[config.mk]
export PLATFORM = sky130hd
export DESIGN_NAME = cla_seq_adder
export DESIGN_NICKNAME = d
export VERILOG_FILES = /design/src/rtl/cla_pkg.sv /design/src/rtl/cla_nibble_slice.sv /design/src/rtl/cla_seq_adder.sv
export SDC_FILE = /design/constraint.sdc
export NUM_CORES = 1
export LEC_CHECK = 0
export ABC_AREA = 1
export BUFFER_PORTS_ARGS = -buffer_cell sky130_fd_sc_hd__buf_2
export CORE_MARGIN = 3
export CORE_UTILIZATION = 53
export DETAILED_ROUTE_END_ITERATION = 12
export PLACE_DENSITY = 0.76
export SETUP_SLACK_MARGIN = 0.02
export SYNTH_ARGS = -nofsm -noshare
export SYNTH_HDL_FRONTEND = slang
export SYNTH_SLANG_ARGS = --single-unit
[constraint.sdc]
create_clock -name clk -period 2.4 [get_ports clk]
set_input_delay 0.48 -clock clk [delete_from_list [all_inputs] [get_ports clk]]
set_output_delay 0.48 -clock clk [all_outputs]
set_load 0.03 [all_outputs]
[src/rtl/cla_pkg.sv]
// Shared types and constants for the sequential carry-lookahead adder.
// The nibble width is fixed at 4 bits, matching the single lookahead slice.
package cla_pkg;
  localparam int NIBBLE_W = 4;

  typedef enum logic [1:0] {IDLE, ADD, DONE} cla_seq_state_t;

  typedef logic [NIBBLE_W-1:0] nibble_t;
endpackage

[src/rtl/cla_nibble_slice.sv]
// 4-bit carry-lookahead adder slice. Every internal carry is a flat P/G
// expression of ci; c3 (carry into bit 3) is exposed for signed-overflow detection.
module cla_nibble_slice
  import cla_pkg::*;
(
  input  nibble_t a,
  input  nibble_t b,
  input  logic    ci,
  output nibble_t s,
  output logic    co,
  output logic    c3
);
  nibble_t p;
  nibble_t g;
  logic c1;
  logic c2;

  assign p = a ^ b;
  assign g = a & b;

  assign c1 = g[0] | (p[0] & ci);
  assign c2 = g[1] | (p[1] & g[0]) | (p[1] & p[0] & ci);
  assign c3 = g[2] | (p[2] & g[1]) | (p[2] & p[1] & g[0]) | (p[2] & p[1] & p[0] & ci);
  assign co = g[3] | (p[3] & g[2]) | (p[3] & p[2] & g[1]) | (p[3] & p[2] & p[1] & g[0])
            | (p[3] & p[2] & p[1] & p[0] & ci);

  assign s = p ^ {c3, c2, c1, ci};
endmodule

[src/rtl/cla_seq_adder.sv]
// Signed WIDTH-bit adder that processes one nibble per cycle through a shared
// lookahead slice, with valid/ready handshakes on both sides.
module cla_seq_adder
  import cla_pkg::*;
#(
  parameter int WIDTH = 8
) (
  input  logic             clk,
  input  logic             rst_n,
  input  logic             in_valid,
  output logic             in_ready,
  input  logic [WIDTH-1:0] a,
  input  logic [WIDTH-1:0] b,
  input  logic             cin,
  output logic             out_valid,
  input  logic             out_ready,
  output logic [WIDTH:0]   sum,
  output logic             ovf
);
  localparam int NNIB  = WIDTH / NIBBLE_W;
  localparam int IDX_W = (NNIB > 1) ? $clog2(NNIB) : 1;

  generate
    if ((WIDTH % NIBBLE_W) != 0 || WIDTH < NIBBLE_W) begin : g_bad_width
      $error("cla_seq_adder: WIDTH must be a positive multiple of 4");
    end
  endgenerate

  cla_seq_state_t   state_reg;
  cla_seq_state_t   state_next;
  logic             alive_reg;
  logic [WIDTH-1:0] a_reg;
  logic [WIDTH-1:0] b_reg;
  logic             carry_reg;
  logic [IDX_W-1:0] idx_reg;
  logic [WIDTH:0]   sum_reg;
  logic             ovf_reg;

  nibble_t a_nib [NNIB];
  nibble_t b_nib [NNIB];
  nibble_t slice_s;
  logic    slice_co;
  logic    slice_c3;
  logic    last_nib;
  logic    accept;

  for (genvar gi = 0; gi < NNIB; gi++) begin : g_nib
    assign a_nib[gi] = a_reg[gi*NIBBLE_W +: NIBBLE_W];
    assign b_nib[gi] = b_reg[gi*NIBBLE_W +: NIBBLE_W];
  end

  cla_nibble_slice u_slice (
    .a  (a_nib[idx_reg]),
    .b  (b_nib[idx_reg]),
    .ci (carry_reg),
    .s  (slice_s),
    .co (slice_co),
    .c3 (slice_c3)
  );

  assign last_nib  = (idx_reg == IDX_W'(NNIB - 1));
  assign accept    = in_valid & in_ready;
  assign sum       = sum_reg;
  assign ovf       = ovf_reg;

  always_ff @(posedge clk or negedge rst_n) begin
    if (!rst_n) begin
      state_reg <= IDLE;
      alive_reg <= 1'b0;
    end else begin
      state_reg <= state_next;
      alive_reg <= 1'b1;
    end
  end

  // alive_reg keeps in_ready low until the first edge after reset release.
  always_comb begin
    state_next = state_reg;
    in_ready   = 1'b0;
    out_valid  = 1'b0;
    case (state_reg)
      IDLE: begin
        in_ready = alive_reg;
        if (in_valid && alive_reg) state_next = ADD;
      end
      ADD: begin
        if (last_nib) state_next = DONE;
      end
      DONE: begin
        out_valid = 1'b1;
        in_ready  = out_ready;
        if (out_ready) state_next = in_valid ? ADD : IDLE;
      end
      default: state_next = IDLE;
    endcase
  end

  always_ff @(posedge clk or negedge rst_n) begin
    if (!rst_n) begin
      a_reg     <= '0;
      b_reg     <= '0;
      carry_reg <= 1'b0;
      idx_reg   <= '0;
      sum_reg   <= '0;
      ovf_reg   <= 1'b0;
    end else if (accept) begin
      a_reg     <= a;
      b_reg     <= b;
      carry_reg <= cin;
      idx_reg   <= '0;
    end else if (state_reg == ADD) begin
      for (int i = 0; i < NNIB; i++) begin
        if (idx_reg == IDX_W'(i)) sum_reg[i*NIBBLE_W +: NIBBLE_W] <= slice_s;
      end
      carry_reg <= slice_co;
      if (last_nib) begin
        idx_reg        <= '0;
        sum_reg[WIDTH] <= a_reg[WIDTH-1] ^ b_reg[WIDTH-1] ^ slice_co;
        ovf_reg        <= slice_c3 ^ slice_co;
      end else begin
        idx_reg <= idx_reg + 1'b1;
      end
    end
  end
endmodule

* Word level (Yosys, flattened, before mapping)
Cells that the tools add are included.
** Word-level totals
- Register bits :: 31
- Logic and storage cells :: 76
- Bits of input ports :: 21
** Operators by class
- Equality and inequality tests :: 5
- $add $sub $neg :: 1
- Reductions and logical operators :: 6
- Mux-type cells :: 18
- Order comparisons :: 1
- Bitwise logic cells :: 36
** Operator list (count)
- 2-to-1 mux 4 bit :: 6
- bitwise AND 1 bit :: 17
- bitwise OR 1 bit :: 10
- AND reduction 3 bit :: 3
- bitwise XOR 4 bit :: 2
- 2-to-1 mux 1 bit :: 7
- 2-to-1 mux 2 bit :: 3
- inequality test 2 bit, second input constant :: 3
- case mux 2 bit (3 select lines) :: 1
- bitwise AND 4 bit :: 1
- bitwise XOR 1 bit :: 3
- == test 2 x 1 -> 1 bit, second input constant :: 1
- == test 2 bit, second input constant :: 1
- >= comparator 2 bit, second input constant :: 1
- zero test 2 bit :: 1
- inverter 1 bit :: 2
- inverter 1 -> 2 bit :: 1
- case mux 1 bit (2 select lines) :: 1
- nonzero test 2 bit :: 1
- adder 1 bit, second input constant :: 1
- logical AND 1 bit :: 1

* Depth between registers and ports, before layout
Gate-level depths: netlist of run 1.
- Word-level depth :: 12
- Mapped depth :: 13

* Cells and area by module
A second synthesis of run 1 with hierarchy kept.
** Second synthesis, totals
- Cell total of the unflattened synthesis :: 205
- Area total of the unflattened synthesis :: 1625.3 sq um
** Modules (own cells, without submodules)
- cla_seq_adder :: area an instance 1431.4 sq um, cells an instance 174, instances 1
- cla_nibble_slice :: area an instance 193.9 sq um, cells an instance 31, instances 1

* Least setup slack after synthesis of run 1
Ideal clock, no wire load.
- Path kind :: reg2reg
- From :: register idx_reg
- To :: register sum_reg[8] (netlist: sum[8])
- Data arrival time :: 1.713 ns
- Path slack :: 0.570 ns
- Clock period less this slack :: 1.830 ns
- Cell stages (with the launch flop) :: 14
- Path through :: dfrtp_1 inv_1 or2_2 o21ai_0 inv_1 ha_1 nand2_1 nand2_1 nand3_1 nand2_1 nand2_1 nand2_1 nand2_1 nand2_1
** On the way
- Longest elaborated chain between the ends :: 11
** RTL lines
- from (decl) :: RTL line cla_seq_adder.sv:35 : logic [IDX_W-1:0] idx_reg;
- from (signal assigned) :: RTL line cla_seq_adder.sv:121 : idx_reg <= idx_reg + 1'b1;
- inverter 1 -> 2 bit (not written as such) :: RTL line cla_seq_adder.sv:53, cla_seq_adder.sv:54
- 2-to-1 mux 4 bit (on tied branches) (3 in a row) :: RTL line cla_seq_adder.sv:53, cla_seq_adder.sv:54
- bitwise XOR 4 bit or bitwise AND 4 bit (tied branches) :: RTL line cla_nibble_slice.sv:18, cla_nibble_slice.sv:19
- bitwise AND 1 bit (on tied branches) :: RTL line cla_nibble_slice.sv:24, cla_nibble_slice.sv:25
- bitwise OR 1 bit, or another cell as far along (2 in a row) :: RTL line cla_nibble_slice.sv:24 : assign co = g[3] | (p[3] & g[2]) | (p[3] & p[2] & g[1]) | (p[3] & p[2] & p[1] & g[0])
- bitwise OR 1 bit or bitwise AND 1 bit (tied branches) :: RTL line cla_nibble_slice.sv:24, cla_nibble_slice.sv:25
- bitwise OR 1 bit :: RTL line cla_nibble_slice.sv:25 : | (p[3] & p[2] & p[1] & p[0] & ci);
- bitwise XOR 1 bit :: RTL line cla_seq_adder.sv:118 : sum_reg[WIDTH] <= a_reg[WIDTH-1] ^ b_reg[WIDTH-1] ^ slice_co;
- to (signal, indexed assignment) :: RTL line cla_seq_adder.sv:113 : if (idx_reg == IDX_W'(i)) sum_reg[i*NIBBLE_W +: NIBBLE_W] <= slice_s;
- to (signal, indexed assignment) :: RTL line cla_seq_adder.sv:118
- to (decl) :: RTL line cla_seq_adder.sv:36 : logic [WIDTH:0] sum_reg;
Parallel ways exist; a longest one is shown, timed or not. The select of a mux whose other input is x is not followed.
A chain may end at the register's enable or synchronous reset.

* Worst setup path after layout of run 1
Ends and elaborated chain as after synthesis.

==> impl_metrics.csv, run 1 <==
group,metric,value,unit
yosys,ys_warn_count,0,
cts,post-cts-setup-buffers,0,
yosys,synth_top_area_share,49.7,%
cts,cts_buffers,5,
critical_path,critPathArrivalTime,2230,ps
timing,period_share,83.2,%
cts,cts_sinks,31,
cts,path_clk_slew,90,ps
timing,fin_setup_tns,0,ps
drt,wl_per_cell,10.6,um
floorplan,ioPinCount,33,
yosys,syn_nets,222,
place,post-dp-hpwl,2.13,mm
grt,grt_max_degree,32,
drt,drt_iter0_markers,52,
place,dp_slack,403,ps
power,power_density,1560,mW/mm^2
critical_path,cp_cell_sequence,"inv_1, or2_2, o21ai_0, inv_1, ha_1, nand2_1, nand2_1, nand3_1, nand2_1, nand2_1, nand2_1, nand2_1, nand2_1",
timing,period_needed,2000,ps
timing,rsz0062_at_grt,"no",
cells_and_area,area_growth,14.9,%
yosys,avgSynthCellArea,7.96,um^2
floorplan,die_h,60.3,um
floorplan,start_util,56.1,%
floorplan,die_w,60.3,um
drt,drt_pre_antenna_iters,4,
floorplan,core-area,0.00278,mm^2
timing,setup_ws,403,ps
grt,grt.total_usage,18.2,%
timing,worstMarginPinSlew,653,ps
cells_and_area,nets,258,
worst_hold_path,min_path_type,"input port to asynchronous set/reset pin",
cts,cts_tree,"built",
critical_path,end_kind,"flip-flop",
grt,overflow,0,
grt,grt_pass1_vias,1162,
cts,ctsLongestPathBuffers,2,
cells_and_area,largest_reg_flops,9,
yosys,synthDistinctLibCells,22,
cts,clockRootBuffer,"clkbuf_4",
floorplan,die-area,0.00363,mm^2
place,port_buffers,32,
flow_run,max-cap-violations,0,
timing,hold_viol,0,
timing,skew,6.23,ps
yosys,yosysSeqAreaShare,49.7,%
yosys,ys_seq_elements,31,
drt,via_per_inst,4.83,
timing,slew_headroom,56.4,%
critical_path,crit_type,"flip-flop to flip-flop",
cells_and_area,utilization,64.5,%
timing,drv_slew,0,
yosys,netlist_area,0.00156,mm^2
yosys,synth_area_leaders,"dfrtp_1 50%, nand2_1 25%, nand3_1 4.8%, ha_1 3.2%, inv_1 2.6%",
critical_path,r2r-start,"idx_reg",
power,leakage,1.05,nW
place,gp_congestion,0.865,
cts,htree_num_levels,2,
grt,grt_pass1_wl,4.89,mm
cells_and_area,drive_gt1_share,22.7,%
critical_path,required,2630,ps
cells_and_area,num_antenna_cells,0,
outcome,outcome,"completed",
cts,clkLatencyLatePin,330,ps
cts,cts_resized,0,
critical_path,cpMaxStageDelayCell,"dfrtp_1",
critical_path,crit_path_max_fanout,9,
critical_path,critPathMaxStageDelay,350,ps
floorplan,std_cell_rows,19,
timing,setup_violations,0,
drt,drc,0,
timing,clock.fmax,0.501,GHz
power,ir_drop,1.06,mV
grt,antenna_found_initial,0,
drt,wirelength,2.79,mm
drt,vias,1276,
drt,drtAntennaViolNets,0,
critical_path,cp-start-kind,"flip-flop",
critical_path,startpoint,"idx_reg",
critical_path,critical_path.most_common_cell,"nand2_1",
yosys,synth_cells,196,
cts,hold_buffers,0,
yosys,yosysTopAreaCell,"dfrtp_1",
[metrics by stage]
step | cell area [um^2] | hold slack, ps | instances | total power, mW
2_1_floorplan | 1560 | 184 | 196 | 2.15
3_3_place_gp | 1720 | 453 | 256 | 2.44
3_5_place_dp | 1720 | 459 | 256 | 2.47
4_1_cts | 1790 | 186 | 264 | 2.81
5_1_grt | 1790 | 206 | 264 | 3.10
6_report | 1790 | 165 | 264 | 2.80
[critical path, delay by kind of cell, from the launching register on]
family                   cells  cell delay (ps)
adder cells (fa/ha/maj)      1              320
flip-flops                   1              350
AO/OA/AOI/OAI                1              140
AND/OR/NAND/NOR              9              860
buffers and inverters        2              220
[area by class of cell]
type | instances | area, um^2
timing repair buffer | 33 | 168
inverter | 15 | 56.3
tap | 31 | 38.8
multi-input combinational | 146 | 686
clock buffer | 8 | 68.8
sequential | 31 | 776
fill | 261 | 988
[logic make-up after synthesis]
group | Yosys count | synth area share, %
fa+ha+maj | 5 | 4.49
flops | 31 | 49.7
compound gates | 7 | 3.05
xor+xnor | 2 | 1.12
other cells | 1 | 0.240
simple gates | 131 | 35.0
buf+inv | 19 | 6.33
[Yosys cell counts]
cell type    n
nand2_1    104
dfrtp_1     31
nand3_1     15
inv_1       11
ha_1         4
inv_2        4
nor2_1       4
nor2_4       3
buf_6        2
nand2_2      2
o21ai_0      2
o21ai_2      2
or2_2        2
xnor2_1      2
a21o_1       1
a21oi_1      1
buf_2        1
buf_8        1
conb_1       1
fa_1         1
nand3b_1     1
o31ai_1      1
[cells in the final DEF (no fill, tap or decap), drive strengths merged]
master and n:
a21o 1, a21oi 1, buf 33, clkbuf 8, conb 1, dfrtp 31
fa 1, ha 4, inv 15, nand2 106, nand3 15, nand3b 1
nor2 7, o21ai 4, o31ai 1, or2 2, xnor2 2
[report_power, final]
group,switching [mW],internal [mW],leakage [nW]
registers,0.131,0.761,0.387
clock network,0.173,0.172,0.0386
logic,1.01,0.551,0.623
total,1.31,1.48,1.05
[routing by layer]
metal	vias to the layer above	GRT usage [%]	part of all wire, %
met3	8	4.54	4.9
met2	25	29.3	47
met5	-	0	0
li1	674	-	-
met1	569	22.7	46
met4	0	8.54	2.0
[path summary, 6_finish.rpt]
check,endpoint,slack (ps),cells after the start
setup / recovery,sum[8],400,13
hold / removal,sum[4],160,1
setup reg to reg,sum[8],400,13
hold reg to reg,sum[5],480,2
max in group asynchronous,b_reg[3],1810,1
min in group clk,state_reg[1],330,2
Power figures use the tool's default switching activity.
==> inputs of run 2 (changes only) <==
--- a/config.mk
+++ b/config.mk
@@ -5,12 +5,12 @@
 export SDC_FILE = /design/constraint.sdc
 export NUM_CORES = 1
 export LEC_CHECK = 0
-export ABC_AREA = 1
+export ABC_AREA = 0
 export BUFFER_PORTS_ARGS = -buffer_cell sky130_fd_sc_hd__buf_2
 export CORE_MARGIN = 3
-export CORE_UTILIZATION = 53
+export CORE_UTILIZATION = 48
 export DETAILED_ROUTE_END_ITERATION = 12
-export PLACE_DENSITY = 0.76
+export PLACE_DENSITY = 0.73
 export SETUP_SLACK_MARGIN = 0.02
 export SYNTH_ARGS = -nofsm -noshare
 export SYNTH_HDL_FRONTEND = slang
==> constraint.sdc (replaced) <==
create_clock -name clk -period 1.8 [get_ports clk]
set_input_delay 0.36 -clock clk [delete_from_list [all_inputs] [get_ports clk]]
set_output_delay 0.36 -clock clk [all_outputs]
set_load 0.03 [all_outputs]
==> impl_metrics.csv, run 2 <==
group,metric,value,unit
outcome,outcome,"finished, violations left",
outcome,violations,"negative setup slack",
critical_path,cp_top_family,"compound AO/OA/AOI/OAI gates",
worst_hold_path,min_path_type,"input port to asynchronous set/reset pin",
grt,grt_pass1_vias,1092,
timing,slew_headroom,55.8,%
yosys,ys_seq_elements,31,
cells_and_area,fill_cells,244,
grt,overflow,0,
timing,whs,53.1,ps
timing,clock.fmax,0.476,GHz
drt,drc,0,
cells_and_area,drive_gt1_share,52.0,%
timing,period_needed,2100,ps
cts,clockRootBuffer,"clkbuf_4",
drt,vias,1085,
yosys,synth_most_common_cell,"dfrtp_1",
timing,setup_ws,-302,ps
critical_path,critPathArrivalTime,2320,ps
grt,grt_max_degree,32,
floorplan,die_w,62.3,um
timing,rsz0062_at_grt,"yes",
grt,grt.total_usage,16.4,%
cts,cts_tree,"built",
cells_and_area,largest_reg_flops,9,
floorplan,start_util,52.5,%
cells_and_area,layout_common_cells,"32 x buf_2, 31 x dfrtp_1, 15 x buf_4",
critical_path,crit_path_max_fanout,3,
yosys,avgSynthCellArea,12.3,um^2
drt,via_per_inst,5.00,
place,gp_congestion,0.833,
drt,wirelength,3.03,mm
yosys,async_flop_share,100,%
critical_path,required,2020,ps
timing,setup_violations,7,
critical_path,cpMaxStageDelayCell,"a311o_1",
cts,cts_buffers,5,
cells_and_area,nets,200,
yosys,synth_common_cells,"31 x dfrtp_1, 15 x mux2_2, 12 x nand2_1",
yosys,synth_cells,124,
cells_and_area,num_antenna_cells,0,
cts,path_clk_slew,90,ps
timing,skew,4.50,ps
yosys,ys_warn_count,0,
drt,drt_iter0_markers,45,
cells_and_area,final_common_cell,"buf_2",
cells_and_area,stdcell_count,217,
cts,htree_num_levels,2,
timing,hold_viol,0,
yosys,synth_area_leaders,"dfrtp_1 51%, mux2_2 11%, mux2_4 6.9%, o21ai_0 3.6%, ha_1 3.3%",
timing,drv_slew,0,
floorplan,std_cell_rows,19,
cells_and_area,area_growth,30.2,%
floorplan,core-area,0.00290,mm^2
yosys,synth_top_flop_cell,"dfrtp_1",
place,post-dp-hpwl,2.22,mm
drt,wl_per_cell,13.9,um
grt,grt_pass1_wl,4.87,mm
critical_path,cp-start-kind,"flip-flop",
critical_path,end_kind,"flip-flop",
yosys,synth_edf_count,0,
cts,cts_sinks,31,
critical_path,critPathMaxStageDelay,420,ps
flow_run,max-cap-violations,0,
critical_path,crit_type,"flip-flop to flip-flop",
critical_path,cp_cell_sequence,"buf_6, mux2i_2, inv_1, ha_1, a21o_1, a311o_1, mux2i_1, a21oi_1",
yosys,yosysSeqAreaShare,50.9,%
cells_and_area,utilization,68.4,%
floorplan,die_h,62.3,um
cts,hold_buffers,0,
yosys,synth_top_area_share,50.9,%
critical_path,cp_num_buf_inv,2,
yosys,syn_nets,150,
timing,worstMarginPinSlew,663,ps
timing,period_share,117,%
drt,drtAntennaViolNets,0,
drt,drt_pre_antenna_iters,4,
floorplan,ioPinCount,33,
cts,ctsLongestPathBuffers,2,
place,port_buffers,32,
yosys,netlist_area,0.00152,mm^2
yosys,yosysTopAreaCell,"dfrtp_1",
grt,antenna_found_initial,0,
yosys,synthDistinctLibCells,31,
place,dpl.cell_count,205,
cts,clkLatencyLatePin,330,ps
floorplan,die-area,0.00389,mm^2
[run 2: cell count changes after synthesis, moves of 4 or more]
cell / delta
nand2_1: -92
mux2_4: +7
inv_1: -6
inv_2: -4
o21ai_0: +9
mux2_2: +15
nand3_1: -13
[run 2: logic make-up after synthesis]
| family | synth area share (%) |
|---|---|
| AO/OA/AOI/OAI | 8.54 |
| XOR/XNOR | 2.30 |
| adder cells (fa/ha/maj) | 4.60 |
| buffers and inverters | 4.02 |
| flip-flops | 50.9 |
| multiplexers | 20.0 |
| other | 0.246 |
| AND/OR/NAND/NOR | 9.44 |
[run 2: timing repair]
item / 4_1_cts / 5_1_grt
gates resized for setup: 1 / 14
pin swaps: 1 / 10
endpoints found under the setup margin: 7 / 9
buffers inserted: 0 / 5
[run 2: worst reg2reg max path, cell delays in order, from the launching register on]
cell and delay (ps):
dfrtp_1 400, buf_6 140, mux2i_2 210, inv_1 60
ha_1 290, a21o_1 180, a311o_1 420, mux2i_1 200
a21oi_1 90
[run 2: final timing paths]
| kind | slack (ps) | to | startpoint | cells after the start |
|---|---|---|---|---|
| max | -300 | ovf | idx_reg | 8 |
| min | 50 | sum[4] | rst_n | 1 |
| max reg2reg | -300 | ovf | idx_reg | 8 |
| min reg2reg | 480 | sum[5] | sum[5] | 2 |
| max in group asynchronous | 1320 | sum[2] | rst_n | 1 |
| min in group clk | 240 | carry_reg | cin | 2 |
[run 2: final cells by class]
type	count	area [um^2]	share of cell area (%)
Clock buffer	7	45.0	2.27
Multi-Input combinational cell	83	803	40.5
Sequential cell	31	776	39.1
Inverter	5	18.8	0.946
Timing Repair Buffer	48	284	14.3
Tap cell	42	52.6	2.65
Clock inverter	1	5.00	0.252
[run 2: layer usage]
layer	routed length, um	GRT usage (%)
met1	1250	19.1
met2	1550	26.3
met3	182	6.31
met4	35	8.26
met5	0	0
[run 2: stage by stage]
stage               instance area, um^2  worst slack, ps  TNS (ps)
finish                             1980             -302     -1680
floorplan                          1600             -152      -685
detailed placement                 1850             -288     -1340
CTS                                1910             -249     -1520
global placement                   1850             -243     -1040
global route                       1980             -395     -2380
Power of run 2 is left out: the tool's default activity adds up to more than one toggle a clock period on the data nets, which glitch-free logic cannot reach.
==> inputs of run 3 (changes only) <==
--- a/config.mk
+++ b/config.mk
@@ -10,6 +10,7 @@
 export CORE_MARGIN = 3
 export CORE_UTILIZATION = 48
 export DETAILED_ROUTE_END_ITERATION = 12
+export HOLD_SLACK_MARGIN = 0.12
 export PLACE_DENSITY = 0.73
 export SETUP_SLACK_MARGIN = 0.02
 export SYNTH_ARGS = -nofsm -noshare
==> constraint.sdc (replaced) <==
create_clock -name clk -period 1.81 [get_ports clk]
set_input_delay 0.362 -clock clk [delete_from_list [all_inputs] [get_ports clk]]
set_output_delay 0.362 -clock clk [all_outputs]
set_load 0.03 [all_outputs]
==> impl_metrics.csv, run 3 (synthesis results as in run 2) <==
group,metric,value,unit
cells_and_area,layout_common_cells,"32 x buf_2, 31 x dfrtp_1, 12 x nand2_1, 12 x buf_4",
floorplan,die_h,62.3,um
critical_path,startpoint,"idx_reg",
flow_run,max-cap-violations,0,
timing,setup_violations,7,
cells_and_area,final_common_cell,"buf_2",
worst_hold_path,hp-start,"out_ready",
place,gp_congestion,0.828,
place,post-dp-hpwl,2.24,mm
place,port_buffers,32,
timing,worstMarginPinSlew,671,ps
grt,grt_pass1_vias,1131,
cts,clkLatencyLatePin,330,ps
cells_and_area,drive_gt1_share,50.3,%
grt,grt_max_degree,32,
critical_path,critPathArrivalTime,2260,ps
cts,cts_sinks,31,
floorplan,die-area,0.00389,mm^2
grt,grt_pass1_wl,5.29,mm
drt,via_per_inst,5.01,
cts,cts_tree,"built",
cells_and_area,largest_reg_flops,9,
timing,hold_viol,0,
drt,drt_pre_antenna_iters,4,
critical_path,required,2020,ps
floorplan,start_util,52.5,%
floorplan,die_w,62.3,um
timing,skew,5.99,ps
critical_path,end_kind,"flip-flop",
drt,drt_iter0_markers,42,
drt,drtAntennaViolNets,0,
critical_path,reg2reg_depth,7,
timing,period_needed,2050,ps
critical_path,r2r_slack,-240,ps
cells_and_area,utilization,68.0,%
critical_path,crit-reg2reg-capture,"carry_reg",
timing,whs,257,ps
grt,grt.total_usage,17.3,%
drt,wirelength,2.98,mm
drt,drc,0,
worst_hold_path,whs_endpoint,"state_reg[1]",
timing,drv_slew,0,
grt,antenna_found_initial,0,
cells_and_area,num_antenna_cells,0,
outcome,violations,"negative setup slack",
critical_path,crit_type,"flip-flop to flip-flop",
timing,slew_headroom,55.3,%
timing,clock.fmax,0.488,GHz
cts,htree_num_levels,2,
grt,overflow,0,
cells_and_area,nets,198,
drt,wl_per_cell,13.9,um
worst_hold_path,min_path_type,"input port to flip-flop",
cells_and_area,area_growth,29.4,%
timing,rsz0062_at_grt,"yes",
cts,path_clk_slew,90,ps
outcome,outcome,"finished, violations left",
critical_path,r2r-start,"idx_reg",
cells_and_area,stdcell_area,0.00197,mm^2
floorplan,core-area,0.00290,mm^2
drt,vias,1077,
place,dpl-instance-area,0.00184,mm^2
timing,period_share,113,%
critical_path,cp-start-kind,"flip-flop",
cts,clockRootBuffer,"clkbuf_4",
critical_path,crit_path_max_fanout,4,
floorplan,ioPinCount,33,
floorplan,std_cell_rows,19,
worst_hold_path,whs_path_depth,2,
cts,cts_buffers,5,
cts,ctsLongestPathBuffers,2,
timing,setup_ws,-237,ps
run 3: layout make-up:
cell class                 instances  area [um^2]
inverter                           5         18.8
clock buffer                       7         45.0
timing repair buffer              46          272
sequential                        31          776
multi-input combinational         83          803
tap                               42         52.6
fill                             249          928
clock inverter                     1         5.00
run 3: routing by layer:
metal  vias up  global-route usage [%]  part of all wire [%]
met5         -                       0                     0
met4         0                    6.34                   1.4
met3         5                    5.95                   5.3
met2        28                    28.0                    50
met1       521                    21.6                    43
li1        523                       -                     -
run 3: repair_timing:
item	4_1_cts	5_1_grt
hold endpoints to repair	31	0
setup buffers	0	3
cloned	0	0
hold buffers	1	0
gates resized for setup	2	9
setup endpoints to repair	7	9
pin swaps	2	7
run 3: how the worst max path moves through the flow:
stage / endpoint / slack [ps] / depth (start not counted)
2_1_floorplan: sum[3] / -140 / 8
3_3_place_gp: carry_reg / -230 / 7
3_5_place_dp: carry_reg / -290 / 7
4_1_cts: sum[7] / -260 / 8
5_1_grt: sum[3] / -330 / 8
6_report: carry_reg / -240 / 7
run 3: per-stage QoR:
stage,worst slack (ps),TNS [ps],instances
after floorplan,-142,-615,124
after global placement,-232,-972,204
after detailed placement,-290,-1520,204
after CTS,-255,-1540,213
after global routing,-333,-2150,215
final,-237,-1450,215
run 3: critical path, cell delays in order, from the launching register on:
cell and delay, ps:
dfrtp_1 410, buf_4 170, mux2_4 310, ha_4 240, and2_4 170, a221oi_4 310
a21oi_2 90, a211o_1 240
Power of run 3 is left out for the same reason.
